`config.mk`:
```
export PLATFORM = sky130hd
export DESIGN_NAME = stopwatch_ctrl_flat
export DESIGN_NICKNAME = d
export VERILOG_FILES = /design/src/rtl/stopwatch_ctrl_if.sv /design/src/rtl/stopwatch_ctrl.sv /design/src/flat_wrapper.sv
export SDC_FILE = /design/constraint.sdc
export NUM_CORES = 1
export LEC_CHECK = 0
export CORE_AREA = 2 2 85 79
export CTS_BUF_LIST = sky130_fd_sc_hd__clkbuf_4 sky130_fd_sc_hd__clkbuf_8
export DETAILED_ROUTE_END_ITERATION = 12
export DIE_AREA = 0 0 87 81
export GPL_TIMING_DRIVEN = 0
export PLACE_DENSITY = 0.68
export RECOVER_POWER = 50
export SLEW_MARGIN = 20
export SYNTH_ARGS = -nofsm -noshare
export SYNTH_HDL_FRONTEND = slang
export SYNTH_SLANG_ARGS = --single-unit
export TNS_END_PERCENT = 5
```
`constraint.sdc`:
```
create_clock -name clk -period 2.4 [get_ports clk]
set_input_delay 0.6 -clock clk [delete_from_list [all_inputs] [get_ports clk]]
set_output_delay 0.6 -clock clk [all_outputs]
set_load 0.005 [all_outputs]
```
`src/rtl/stopwatch_ctrl_if.sv`:
```
// Stopwatch control bundle: raw buttons in, tick/clear/status out.
// The controller takes the slave side; whoever drives the buttons and
// consumes the pulses takes the master side.
interface stopwatch_ctrl_if;
  logic       btn_start_stop_raw;
  logic       btn_clear_raw;
  logic       tick_en;
  logic       counter_clr;
  logic       running;
  logic [1:0] state;

  modport master (
    output btn_start_stop_raw,
    output btn_clear_raw,
    input  tick_en,
    input  counter_clr,
    input  running,
    input  state
  );

  modport slave (
    input  btn_start_stop_raw,
    input  btn_clear_raw,
    output tick_en,
    output counter_clr,
    output running,
    output state
  );
endinterface

```
`src/rtl/stopwatch_ctrl.sv`:
```
// Stopwatch front-end control: button synchronisers and debouncers,
// IDLE/RUN/PAUSED state machine, and the tick prescaler that enables the
// lowest counter digit. Index 0 of the per-button vectors is start/stop,
// index 1 is clear.
module stopwatch_ctrl #(
  parameter int CLK_DIV   = 1000000,
  parameter int DIV_WIDTH = 20,
  parameter int DEBOUNCE  = 500000,
  parameter int DB_WIDTH  = 19
) (
  input  logic             clk,
  input  logic             rst_n,
  stopwatch_ctrl_if.slave  bus
);

  typedef enum logic [1:0] {
    ST_IDLE   = 2'b00,
    ST_RUN    = 2'b01,
    ST_PAUSED = 2'b10
  } state_t;

  localparam logic [DB_WIDTH-1:0]  DB_LAST  = DB_WIDTH'(DEBOUNCE - 1);
  localparam logic [DIV_WIDTH-1:0] DIV_LAST = DIV_WIDTH'(CLK_DIV - 1);

  logic [1:0]          r_sync_s1;
  logic [1:0]          r_sync_s2;
  logic [1:0]          r_db_level;
  logic [1:0]          r_db_level_q;
  logic [DB_WIDTH-1:0] r_db_cnt [2];
  logic [1:0]          w_press;
  logic                w_ss_press;
  logic                w_clr_press;

  state_t              r_state;
  state_t              w_state_nxt;
  logic                r_running;
  logic                r_counter_clr;
  logic                r_tick_en;
  logic [DIV_WIDTH-1:0] r_div_cnt;

  // Two-flop synchroniser for both raw buttons.
  always_ff @(posedge clk or negedge rst_n) begin
    if (!rst_n) begin
      r_sync_s1 <= '0;
      r_sync_s2 <= '0;
    end else begin
      r_sync_s1 <= {bus.btn_clear_raw, bus.btn_start_stop_raw};
      r_sync_s2 <= r_sync_s1;
    end
  end

  // Debounce: accept a new level only after it has differed for DEBOUNCE cycles.
  always_ff @(posedge clk or negedge rst_n) begin
    if (!rst_n) begin
      r_db_level   <= '0;
      r_db_level_q <= '0;
      r_db_cnt[0]  <= '0;
      r_db_cnt[1]  <= '0;
    end else begin
      r_db_level_q <= r_db_level;
      for (int i = 0; i < 2; i++) begin
        if (r_sync_s2[i] == r_db_level[i]) begin
          r_db_cnt[i] <= '0;
        end else if (r_db_cnt[i] == DB_LAST) begin
          r_db_level[i] <= r_sync_s2[i];
          r_db_cnt[i]   <= '0;
        end else begin
          r_db_cnt[i] <= r_db_cnt[i] + 1'b1;
        end
      end
    end
  end

  // A press is the single cycle where the debounced level has just risen;
  // releases never generate an event.
  assign w_press     = r_db_level & ~r_db_level_q;
  assign w_ss_press  = w_press[0];
  assign w_clr_press = w_press[1];

  // Next-state logic: clear beats start/stop; the unused code falls back to IDLE.
  always_comb begin
    w_state_nxt = r_state;
    case (r_state)
      ST_IDLE:   if (w_ss_press) w_state_nxt = ST_RUN;
      ST_RUN:    if (w_ss_press) w_state_nxt = ST_PAUSED;
      ST_PAUSED: if (w_ss_press) w_state_nxt = ST_RUN;
      default:   w_state_nxt = ST_IDLE;
    endcase
    if (w_clr_press) begin
      w_state_nxt = ST_IDLE;
    end
  end

  // State register plus the registered status and clear pulse.
  always_ff @(posedge clk or negedge rst_n) begin
    if (!rst_n) begin
      r_state       <= ST_IDLE;
      r_running     <= 1'b0;
      r_counter_clr <= 1'b0;
    end else begin
      r_state       <= w_state_nxt;
      r_running     <= (w_state_nxt == ST_RUN);
      r_counter_clr <= w_clr_press;
    end
  end

  // Prescaler runs on the current (pre-transition) state, so a RUN->PAUSED
  // edge can still emit a final tick, and PAUSED keeps the partial period.
  always_ff @(posedge clk or negedge rst_n) begin
    if (!rst_n) begin
      r_div_cnt <= '0;
      r_tick_en <= 1'b0;
    end else if (w_clr_press) begin
      r_div_cnt <= '0;
      r_tick_en <= 1'b0;
    end else begin
      case (r_state)
        ST_RUN: begin
          if (r_div_cnt == DIV_LAST) begin
            r_div_cnt <= '0;
            r_tick_en <= 1'b1;
          end else begin
            r_div_cnt <= r_div_cnt + 1'b1;
            r_tick_en <= 1'b0;
          end
        end
        ST_PAUSED: begin
          r_tick_en <= 1'b0;
        end
        default: begin
          r_div_cnt <= '0;
          r_tick_en <= 1'b0;
        end
      endcase
    end
  end

  assign bus.state       = r_state;
  assign bus.running     = r_running;
  assign bus.counter_clr = r_counter_clr;
  assign bus.tick_en     = r_tick_en;

endmodule

```
`src/flat_wrapper.sv`:
```
// flat-port wrapper written by rule: the top's interface ports become plain ports
module stopwatch_ctrl_flat 
#(
  parameter int CLK_DIV   = 1000000,
  parameter int DIV_WIDTH = 20,
  parameter int DEBOUNCE  = 500000,
  parameter int DB_WIDTH  = 19
)
  (clk, rst_n, bus_btn_start_stop_raw, bus_btn_clear_raw, bus_tick_en, bus_counter_clr, bus_running, bus_state);
  stopwatch_ctrl_if bus_i ();
  input  logic clk;
  input  logic rst_n;
  input wire logic [$bits(bus_i.btn_start_stop_raw)-1:0] bus_btn_start_stop_raw;
  input wire logic [$bits(bus_i.btn_clear_raw)-1:0] bus_btn_clear_raw;
  output wire logic [$bits(bus_i.tick_en)-1:0] bus_tick_en;
  output wire logic [$bits(bus_i.counter_clr)-1:0] bus_counter_clr;
  output wire logic [$bits(bus_i.running)-1:0] bus_running;
  output wire logic [$bits(bus_i.state)-1:0] bus_state;
  assign bus_i.btn_start_stop_raw = bus_btn_start_stop_raw;
  assign bus_i.btn_clear_raw = bus_btn_clear_raw;
  assign bus_tick_en = bus_i.tick_en;
  assign bus_counter_clr = bus_i.counter_clr;
  assign bus_running = bus_i.running;
  assign bus_state = bus_i.state;
  stopwatch_ctrl #(.CLK_DIV(CLK_DIV), .DIV_WIDTH(DIV_WIDTH), .DEBOUNCE(DEBOUNCE), .DB_WIDTH(DB_WIDTH)) u_core (.clk(clk), .rst_n(rst_n), .bus(bus_i));
endmodule
```
==> impl_metrics.csv <==
group,metric,value,unit
outcome,outcome,"finished, final reports clean",
floorplan,ioPinCount,9,
detailed_routing,drt-pass1-iter-count,4,
cells_and_area,final_util,60.1,%
clocking,cts_resized,0,
floorplan,core,6270,µm²
timing,period_needed,2.01,ns
grt,grt_max_degree,59,
grt,antenna_found_initial,0,
floorplan,dieArea,7050,µm²
timing,setup_violations,0,
timing,fmax,0.496,GHz
timing,drv_slew,0,
timing,fin_skew,0.00940,ns
clocking,clock_sinks,71,
detailed_routing,ant_nets,0,
logic_synthesis,seq_area_frac_synth,53.5,%
cells_and_area,drive_gt1_share,8.68,%
logic_synthesis,syn_avg_cell_area,10.0,µm²
timing,tightest_slew,0.826,ns
logic_synthesis,ys_types,33,
timing,tns,0,ns
timing,slew_headroom,45.0,%
clocking,cts_tree,"yes",
logic_synthesis,syn_area,3320,µm²
floorplan,dieHeight,81,µm
critical_path,worstPathMaxFanout,10,
logic_synthesis,synth_seq_cells,71,
detailed_routing,wirelength,5.70,mm
placement,port_buffers,8,
flow_run,max-cap-violations,0,
cells_and_area,area_growth,13.4,%
logic_synthesis,synth_nets,339,
clocking,clk-insertion-delay-late,0.34,ns
critical_path,crit_path_start_kind,"flop",
clocking,cts_max_path_buffers,2,
logic_synthesis,synthTopCellsByCount,"71 x dfrtp_1, 67 x nor2_1, 31 x xor2_1",
clocking,clk_pin_slew,0.08,ns
power_and_ir_drop,ir_drop,0.419,mV
floorplan,std_cell_rows,28,
power_and_ir_drop,power.density,651,nW/µm²
placement,dp_hpwl,3.92,mm
floorplan,die_w,87,µm
clocking,numCtsBuffers,9,
critical_path,worst_setup_path_end_kind,"flop",
grt,grt_pass1_vias,2301,
grt,grt_usage,18.5,%
cells_and_area,diodes,0,
placement,gp_congestion,0.833,
detailed_routing,wire_per_inst,13.2,µm
critical_path,cp_data_arrival_time,2.23,ns
logic_synthesis,yosysWarnings,0,
cells_and_area,layout.nets,359,
logic_synthesis,yosysMostFrequentCell,"dfrtp_1",
logic_synthesis,synth-main-ff-cell,"dfrtp_1",
detailed_routing,first_iter_violations,121,
logic_synthesis,synth_area_leaders,"dfrtp_1 53%, xor2_1 8.2%, nor2_1 7.6%, xnor2_1 4.5%, nand3_1 3.9%",
timing,grt_setup_unrepaired,"no",
logic_synthesis,synth_edf_count,0,
critical_path,critPathKind,"flop to flop",
logic_synthesis,synth_top_area_cell,"dfrtp_1",
grt,grt_first_pass_wirelength,10.2,mm
detailed_routing,drc,0,
clocking,ctsHoldBuffers,0,
detailed_routing,routed_via_density,5.46,
critical_path,required,2.62,ns
hold_path,hp-class,"input pin to async pin",
timing,holdWs,0.330,ns
timing,finalHoldViolCount,0,
logic_synthesis,syn_inst,332,
timing,finalCritPeriodShare,83.9,%
logic_synthesis,synth_top_area_share,53.5,%
detailed_routing,vias,2360,
clocking,ctsRootBufferMaster,"clkbuf_8",
floorplan,initial_utilization,53.0,%
clocking,htree_levels,3,
logic_synthesis,async_reset_ff_share,100,%
clocking,cts_setup_buffers,0,
power_and_ir_drop,leakage,1.62,nW
grt,grt.overflow.total,0,
[kinds of logic after synthesis]
group | Yosys count | share of synthesized area (%)
AND/OR/NAND/NOR | 175 | 25.7
flip-flops | 71 | 53.5
XOR/XNOR | 48 | 12.7
AO/OA/AOI/OAI | 15 | 3.16
buffers and inverters | 14 | 1.96
multiplexers | 6 | 1.92
adder cells (fa/ha/maj) | 3 | 1.13
[state kept, by name, indices dropped and copies added (netlist names)]
| register | flops |
|---|---|
| u_core.r_sync_s1 | 2 |
| u_core.bus.counter_clr | 1 |
| u_core.bus.running | 1 |
| u_core.r_db_level | 2 |
| u_core.r_sync_s2 | 2 |
| u_core.bus.state | 2 |
| u_core.r_db_cnt | 38 |
| u_core.bus.tick_en | 1 |
| u_core.r_div_cnt | 20 |
| u_core.r_db_level_q | 2 |
[layout make-up]
| type | count | area [µm²] |
|---|---|---|
| fill | 504 | 2500 |
| multi-input combinational | 247 | 1480 |
| tap | 75 | 93.8 |
| timing repair buffer | 9 | 101 |
| inverter | 7 | 26.3 |
| buffer | 7 | 38.8 |
| sequential | 71 | 1780 |
| clock buffer | 11 | 145 |
| clock inverter | 5 | 105 |
[critical path: stages (launching register included)]
cell and delay, ns:
dfrtp_1 0.43, nor4_1 0.30, nand4_1 0.13, nor3_1 0.35, or2_2 0.17, buf_2 0.19
buf_2 0.25, nor2_1 0.08
[layout by cell type, fill, tap and decap left out, types with 3 or more instances in the layout]
| cell type | count |
|---|---|
| a21oi_1 | 5 |
| a31oi_1 | 3 |
| and3_1 | 9 |
| and4_1 | 7 |
| buf_2 | 4 |
| bufinv_16 | 3 |
| clkbuf_8 | 10 |
| clkdlybuf4s50_1 | 7 |
| dfrtp_1 | 71 |
| ha_1 | 3 |
| inv_1 | 7 |
| mux2_2 | 3 |
| mux2i_1 | 3 |
| nand2_1 | 27 |
| nand3_1 | 26 |
| nand4_1 | 14 |
| nor2_1 | 67 |
| nor3_1 | 7 |
| nor4_1 | 4 |
| o21ai_0 | 3 |
| xnor2_1 | 17 |
| xor2_1 | 31 |
[through the flow]
| stage | cell area (µm²) | total power, mW | setup WS [ns] | instances |
|---|---|---|---|---|
| 2_1_floorplan | 3320 | 1.26 | 0.642 | 332 |
| 3_3_place_gp | 3500 | 1.30 | -1.66 | 415 |
| 3_5_place_dp | 3520 | 1.31 | 0.392 | 416 |
| 4_1_cts | 3770 | 2.49 | 0.380 | 432 |
| 5_1_grt | 3770 | 2.55 | 0.148 | 432 |
| 6_report | 3770 | 2.45 | 0.385 | 432 |
[power breakdown]
part | total (mW) | switching [mW] | internal, mW
Sequential | 1.22 | 0.0102 | 1.21
Clock | 1.17 | 0.442 | 0.731
Combinational | 0.0625 | 0.0421 | 0.0205
Total | 2.45 | 0.495 | 1.96
[final timing paths]
| path | endpoint | depth (start not counted) | slack, ns | start |
|---|---|---|---|---|
| max | u_core.r_db_cnt[33] | 7 | 0.39 | u_core.r_db_cnt[30] |
| min | u_core.r_div_cnt[2] | 1 | 0.33 | rst_n |
| max reg2reg | u_core.r_db_cnt[33] | 7 | 0.39 | u_core.r_db_cnt[30] |
| min reg2reg | u_core.r_sync_s2[0] | 0 | 0.35 | u_core.r_sync_s1[0] |
| max in group asynchronous | u_core.r_db_cnt[29] | 2 | 1.33 | rst_n |
| min in group clk | u_core.r_sync_s2[0] | 0 | 0.35 | u_core.r_sync_s1[0] |
[routing by layer]
layer	vias to the layer above	routed length [µm]	track usage, %	part of all wire (%)
met5	-	0	0	0
met4	0	58	6.56	1.0
met3	6	146	4.88	2.6
met2	29	2660	29.4	47
met1	1152	2840	24.7	50
li1	1173	-	-	-
Note: power is estimated with default switching activity, not from simulation.
